`src/rtl/sprite_layer_mixer.sv`:
```
// Per-pixel sprite compositor: fixed-priority layer select over background,
// plus per-frame own-craft overlap counting published at v_sync fall.
module sprite_layer_mixer #(
  parameter int N_LAYERS = 4,
  parameter int RGB_W    = 12,
  parameter int CNT_W    = 8,
  localparam int SEL_W   = $clog2(N_LAYERS) + 1
) (
  input  logic                      clk_vga,
  input  logic                      rst,
  input  logic                      v_sync_i,
  input  logic                      disp_en_i,
  input  logic [N_LAYERS*RGB_W-1:0] layer_rgb_i,
  input  logic [N_LAYERS-1:0]       layer_alpha_i,
  input  logic [RGB_W-1:0]          bg_rgb_i,
  input  logic                      hit_ack_i,
  output logic [RGB_W-1:0]          rgb_o,
  output logic [SEL_W-1:0]          layer_sel_o,
  output logic [CNT_W-1:0]          frame_hits_o,
  output logic                      frame_done_o,
  output logic                      hit_o
);

  typedef enum logic [1:0] {WAIT_FRAME, ACTIVE, PUBLISH} state_t;

  state_t                    state_q, state_d;
  logic [N_LAYERS*RGB_W-1:0] rgb_s1;
  logic [N_LAYERS-1:0]       alpha_s1;
  logic [RGB_W-1:0]          bg_s1;
  logic                      de_s1;
  logic                      valid_s1;
  logic                      vs_meta, vs_sync, vs_prev;
  logic                      vs_rise, vs_fall;
  logic [CNT_W-1:0]          counter, cnt_plus;
  logic                      pix_en, hit_pix, found;
  logic [RGB_W-1:0]          win_rgb;
  logic [SEL_W-1:0]          win_sel;

  // Stage 1: capture the layer inputs and the sync sampler
  always_ff @(posedge clk_vga or posedge rst) begin
    if (rst) begin
      rgb_s1   <= '0;
      alpha_s1 <= '0;
      bg_s1    <= '0;
      de_s1    <= 1'b0;
      valid_s1 <= 1'b0;
      vs_meta  <= 1'b1;
      vs_sync  <= 1'b1;
      vs_prev  <= 1'b1;
    end else begin
      rgb_s1   <= layer_rgb_i;
      alpha_s1 <= layer_alpha_i;
      bg_s1    <= bg_rgb_i;
      de_s1    <= disp_en_i;
      valid_s1 <= 1'b1;
      vs_meta  <= v_sync_i;
      vs_sync  <= vs_meta;
      vs_prev  <= vs_sync;
    end
  end

  assign pix_en  = de_s1 & valid_s1;
  assign vs_rise = vs_sync & ~vs_prev;
  assign vs_fall = ~vs_sync & vs_prev;
  assign hit_pix = pix_en & alpha_s1[0] & (|alpha_s1[N_LAYERS-1:1]);
  assign cnt_plus = (hit_pix && counter != '1) ? counter + 1'b1 : counter;

  // Lowest opaque index wins; blanking overrides everything
  always_comb begin
    win_rgb = bg_s1;
    win_sel = SEL_W'(N_LAYERS);
    found   = 1'b0;
    for (int unsigned k = 0; k < N_LAYERS; k++) begin
      if (alpha_s1[k] && !found) begin
        win_rgb = rgb_s1[k*RGB_W +: RGB_W];
        win_sel = SEL_W'(k);
        found   = 1'b1;
      end
    end
    if (!pix_en) begin
      win_rgb = '0;
      win_sel = SEL_W'(N_LAYERS);
    end
  end

  always_ff @(posedge clk_vga or posedge rst) begin
    if (rst) begin
      rgb_o       <= '0;
      layer_sel_o <= SEL_W'(N_LAYERS);
    end else begin
      rgb_o       <= win_rgb;
      layer_sel_o <= win_sel;
    end
  end

  always_comb begin
    state_d = state_q;
    case (state_q)
      WAIT_FRAME: if (vs_rise) state_d = ACTIVE;
      ACTIVE:     if (vs_fall) state_d = PUBLISH;
      PUBLISH:    state_d = WAIT_FRAME;
      default:    state_d = WAIT_FRAME;
    endcase
  end

  always_ff @(posedge clk_vga or posedge rst) begin
    if (rst) state_q <= WAIT_FRAME;
    else     state_q <= state_d;
  end

  // Publish uses cnt_plus so a hit in the PUBLISH cycle itself is included
  always_ff @(posedge clk_vga or posedge rst) begin
    if (rst) begin
      counter      <= '0;
      frame_hits_o <= '0;
      frame_done_o <= 1'b0;
      hit_o        <= 1'b0;
    end else begin
      if (state_q == WAIT_FRAME && vs_rise) counter <= '0;
      else if (state_q == ACTIVE)           counter <= cnt_plus;
      frame_done_o <= (state_q == PUBLISH);
      if (state_q == PUBLISH) frame_hits_o <= cnt_plus;
      if (state_q == PUBLISH && cnt_plus != '0) hit_o <= 1'b1;
      else if (hit_ack_i)                       hit_o <= 1'b0;
    end
  end

endmodule

```
`config.mk`:
```
export PLATFORM = sky130hd
export DESIGN_NAME = sprite_layer_mixer
export DESIGN_NICKNAME = d
export VERILOG_FILES = /design/src/rtl/sprite_layer_mixer.sv
export SDC_FILE = /design/constraint.sdc
export NUM_CORES = 1
export LEC_CHECK = 0
export CAP_MARGIN = 20
export CORE_MARGIN = 4
export CORE_UTILIZATION = 44
export DETAILED_ROUTE_END_ITERATION = 7
export PLACE_DENSITY_LB_ADDON = 0.15
export SYNTH_ARGS = -nofsm -noshare
export SYNTH_HDL_FRONTEND = slang
export SYNTH_SLANG_ARGS = --single-unit
```
`constraint.sdc`:
```
create_clock -name clk_vga -period 3.07 [get_ports clk_vga]
set_input_delay 0.614 -clock clk_vga [delete_from_list [all_inputs] [get_ports clk_vga]]
set_output_delay 0.614 -clock clk_vga [all_outputs]
set_load 0.005 [all_outputs]
```
### Yosys cells after proc, flatten, opt, wreduce, memory -nomap -nowiden

Cells that the tools add are included.
W data, S select, Z words.

| operators by class | value |
|---|---|
| $add $sub $neg | 1 |
| equal/unequal tests | 5 |
| mux-type cells | 21 |
| bitwise operators | 7 |
| reduce and logical (&&, ||, !) cells | 15 |

Operators with widths:

| cell | number |
|---|---|
| $mux W12 | 5 |
| $mux W8 | 3 |
| $mux W3 | 5 |
| $add A8 B1 Y8 const B | 1 |
| $ne A8 B8 Y1 const B | 1 |
| $reduce_bool A8 Y1 | 1 |
| $logic_and A1 B1 Y1 | 6 |
| $and A1 B1 Y1 | 5 |
| $mux W1 | 5 |
| $mux W2 | 2 |
| $ne A2 B2 Y1 const B | 2 |
| $pmux W2 S2 | 1 |
| $reduce_bool A2 Y1 | 2 |
| $logic_not A1 Y1 | 3 |
| $reduce_or A3 Y1 | 1 |
| $eq A2 B1 Y1 const B | 1 |
| $eq A2 B2 Y1 const B | 1 |
| $logic_not A2 Y1 | 1 |
| $not A1 Y1 | 2 |
| $reduce_and A2 Y1 | 1 |

| storage, ports and cells | value |
|---|---|
| bits in registers | 104 |
| input bits | 69 |
| output and inout port bits | 25 |

### Longest topological paths before layout

| logic depth | value |
|---|---|
| word-level depth | 11 |
| gate-level depth with buffers | 7 |
| mapped depth without buffers | 6 |

### Worst setup path after synthesis

OpenSTA, ideal clock, no wires.

| timing path | value |
|---|---|
| path type | reg-to-reg |
| start point | register counter[1] |
| end point | register hit_o |
| arrival time | 1,628 ps |
| required time | 2,925 ps |
| setup slack | 1,297 ps |
| cell stages (with the launch flop) | 8 |
| period minus slack after synthesis | 1,773 ps |
| cells stage by stage | dfrtp_1 -> ha_1 -> and4_1 -> a211oi_2 -> buf_4 -> nand4_1 -> a21boi_1 -> a41oi_1 |

| between the ends | value |
|---|---|
| word-level cells in the longest chain between the ends | 6 |
| elaborated cells on any way between the ends | 8 |
| those cells by class | add/sub: 1; eq/ne: 1; mux: 2; reduce/logical: 4 |

RTL lines:

| item | line | RTL |
|---|---|---|
| start: declaration | 34 | `logic [CNT_W-1:0] counter, cnt_plus;` |
| start signal: assignment | 120 | `else if (state_q == ACTIVE) counter <= cnt_plus;` |
| parallel branches: the longest is 2 deep, another holds $add A8 B1 Y8 | - |  |
| $mux W8 (*) | 66 | `assign cnt_plus = (hit_pix && counter != '1) ? counter + 1'b1 : counter;` |
| $reduce_bool A8 Y1 (*) | 123 | `if (state_q == PUBLISH && cnt_plus != '0) hit_o <= 1'b1;` |
| $logic_and A1 B1 Y1 (*) | 123 |  |
| $mux W1 / $reduce_bool A2 Y1 (equally long branches) | - |  |
| end signal: assignment | 117 | `hit_o <= 1'b0;` |
| end signal: assignment | 123 |  |
| end signal: assignment | 124 | `else if (hit_ack_i) hit_o <= 1'b0;` |
| end: declaration | 21 | `output logic hit_o` |

Every way passes the cells marked *.
A chain may end at the register's enable or synchronous reset.

### Final worst setup path

| timing path | value |
|---|---|
| start point | register counter[0] |
| end point | register counter[3] |

| between the ends | value |
|---|---|
| word-level cells in the longest chain between the ends | 5 |
| elaborated cells on any way between the ends | 6 |
| those cells by class | add/sub: 1; eq/ne: 1; mux: 3; reduce/logical: 1 |

RTL lines:

| item | line | RTL |
|---|---|---|
| parallel branches: the longest is 2 deep, another holds $add A8 B1 Y8 | - |  |
| $mux W8 (*) | 66 |  |
| $mux W8 (*) | 120 |  |
| $mux W8 (*) | 119 | `if (state_q == WAIT_FRAME && vs_rise) counter <= '0;` |

Every way passes the cells marked *. The select of a mux whose other input is x is not followed.

==> run metrics <==
status completed; Startpoint Class register; Placed Area 0.00477 mm^2; Crit path max-delay family simple AND/OR/NAND/NOR gates; leak pwr 2.11 nW; clk_skew 0.0173 ns; Post-synth top flop dfrtp_1; die width 100 um; total negative slack 0 ns; most frequent cells in the layout dfrtp_1, clkdlybuf4s50_1, nand2_1; # clock sinks 104; fmax 400 MHz; clock buffer depth 2; core footprint 0.00826 mm^2; Die Y 100 um; Synth Instances 273; Via Count 2,407; fin crit period 2.50 ns; Post-synth EDFFs 0; multi-input logic area 0.00102 mm^2; initial antenna violation count 0; vias in the first global route 2,517; Power Dens Cells 515 mW/mm^2; CP required 3.36 ns; post-CTS setup buffer count 0; global-route wire length before repair 12,700 um; worst path bufs/invs 0; Reg area 0.00261 mm^2; period utilisation layout 0.815; Seq/Total Area, Yosys 0.697; GRT Overall Usage 0.167; Final Cell Area 0.00497 mm^2; min-delay worst type reg2reg; Critical Path AT 2.80 ns; Slew Limit Fails 0; cts hold-fix bufs 0; Hold Fails Final Rpt 0; antenna viol nets, final 0; Residual DRC 0; GR Overflow Total 0; Slew Limit Headroom 0.401; final WL 7740 um; area grow syn2layout 32.8%; synth warn 0; Initial Util 0.453; PortBufs 93; Post-synth ARST share 1.00; critical path type reg2reg; Synth Register Bits 104; RSZ-0062 raised after global routing false; layout cell share with drive strength beyond 1 0.110; commonest non-fill, non-tap cell in the layout dfrtp_1; CTS root buffer clkbuf_8; Layout Nets 439; Clk Latency, worst-skew pair 0.36 ns; Slew @ Worst Pin 0.893 ns; # H-tree levels 3; Max Cap Violations 0; synthesized area per cell 13.7 um^2; initial DRC count 57; Reg clk slew, reported paths 0.10 ns; WL per Instance 16.2 um; Filler Cells Inserted 676; crit path max fanout 12; num rows 33; worst vdd ir 273 uV; crit path cell chain ha_1 > and4_1 > a211oi_2 > nand4_1 > or3_1 > o21ai_1; Mapped Area 0.00374 mm^2; DP Wirelength 5500 um; syn_nets 343; Final setup violation count 0; Antenna Cells 0; Worst path slowest cell a211oi_2; max incr delay on CP 0.69 ns; Num CTS Buffers 9; Unique masters post-synth 46; crit end category register; CTS tree built; Vias per Instance 5.03; I/O pin total 94; largest net degree at the start of global routing 39; PostCTS Resize Cnt 0; GPL Wtd Cong 0.825; die area 0.0100 mm^2; drt first pass iters 4
==> where the power goes <==
part / total [mW] / internal, mW / switching (mW)
logic: 0.260 / 0.151 / 0.109
clock network: 0.829 / 0.337 / 0.492
registers: 1.47 / 1.44 / 0.0324
total: 2.56 / 1.92 / 0.634
==> state kept, by name, indices dropped and copies added, names as in the netlist, 2 cells and up <==
register,count
bg_s1,12
rgb_s1,48
layer_sel_o,3
counter,8
rgb_o,12
alpha_s1,4
frame_hits_o,8
state_q,2
==> logic make-up after synthesis <==
| kind of cell | synth area share |
|---|---|
| other | 0.00100 |
| buffers and inverters | 0.0301 |
| flip-flops | 0.697 |
| multiplexers | 0.0619 |
| adder cells (fa/ha/maj) | 0.00335 |
| AO/OA/AOI/OAI | 0.103 |
| XOR/XNOR | 0.00937 |
| AND/OR/NAND/NOR | 0.0937 |
==> cells in the mapped netlist, drive strengths merged, types with 2 or more instances <==
cell	number	area (um^2)
nand4	3	18.8
mux2	9	101
o21bai	2	15.0
clkbuf	4	15.0
nand3b	3	22.5
o21ai	18	90.1
nand2b	5	31.3
o31ai	3	22.5
nor3	3	26.3
inv	4	15.0
nor4	2	18.8
a211oi	10	80.1
and3	3	23.8
or3	2	12.5
buf	10	82.6
mux2i	13	130
xor2	3	26.3
nand3	3	27.5
nor2b	5	31.3
dfrtp	100	2500
o211ai	2	15.0
nor2	7	26.3
dfstp	4	105
a21oi	9	45.0
nand2	25	93.8
o22ai	9	56.3
==> metrics by stage <==
| step | hold slack [ns] | cells | setup slack, ns | total power, mW | util |
|---|---|---|---|---|---|
| floorplan | 0.345 | 273 | 1.21 | 1.60 | - |
| global placement | 0.347 | 463 | 0.684 | 1.75 | 0.577 |
| detailed placement | 0.347 | 463 | 0.617 | 1.76 | 0.577 |
| CTS | 0.361 | 479 | 0.587 | 2.59 | 0.601 |
| global route | 0.370 | 479 | 0.432 | 2.68 | 0.601 |
| finish | 0.359 | 479 | 0.567 | 2.56 | 0.601 |
==> layout make-up <==
type                       instances  area share
timing repair buffer              99       0.199
tap                              105      0.0265
clock inverter                     6      0.0126
clock buffer                      10      0.0277
sequential                       104       0.525
multi-input combinational        151       0.205
inverter                           4     0.00378
==> worst paths after layout <==
| path | startpoint | end | slack (ns) | cells after the start |
|---|---|---|---|---|
| min in group asynchronous | rst | bg_s1[5]$_DFF_PP0_ | 0.66 | 2 |
| min reg2reg | vs_meta$_DFF_PP1_ | vs_sync$_DFF_PP1_ | 0.36 | 0 |
| min | vs_meta$_DFF_PP1_ | vs_sync$_DFF_PP1_ | 0.36 | 0 |
| max reg2reg | counter[0]$_DFFE_PP0P_ | counter[3]$_DFFE_PP0P_ | 0.57 | 6 |
| max in group asynchronous | rst | vs_sync$_DFF_PP1_ | 1.72 | 3 |
| max | counter[0]$_DFFE_PP0P_ | counter[3]$_DFFE_PP0P_ | 0.57 | 6 |
==> routing by layer <==
metal	GRT usage	wire, um
met4	0.0580	107
met1	0.225	3400
met5	0	0
met3	0.0514	525
met2	0.259	3710
(Power assumes the default switching activity.)
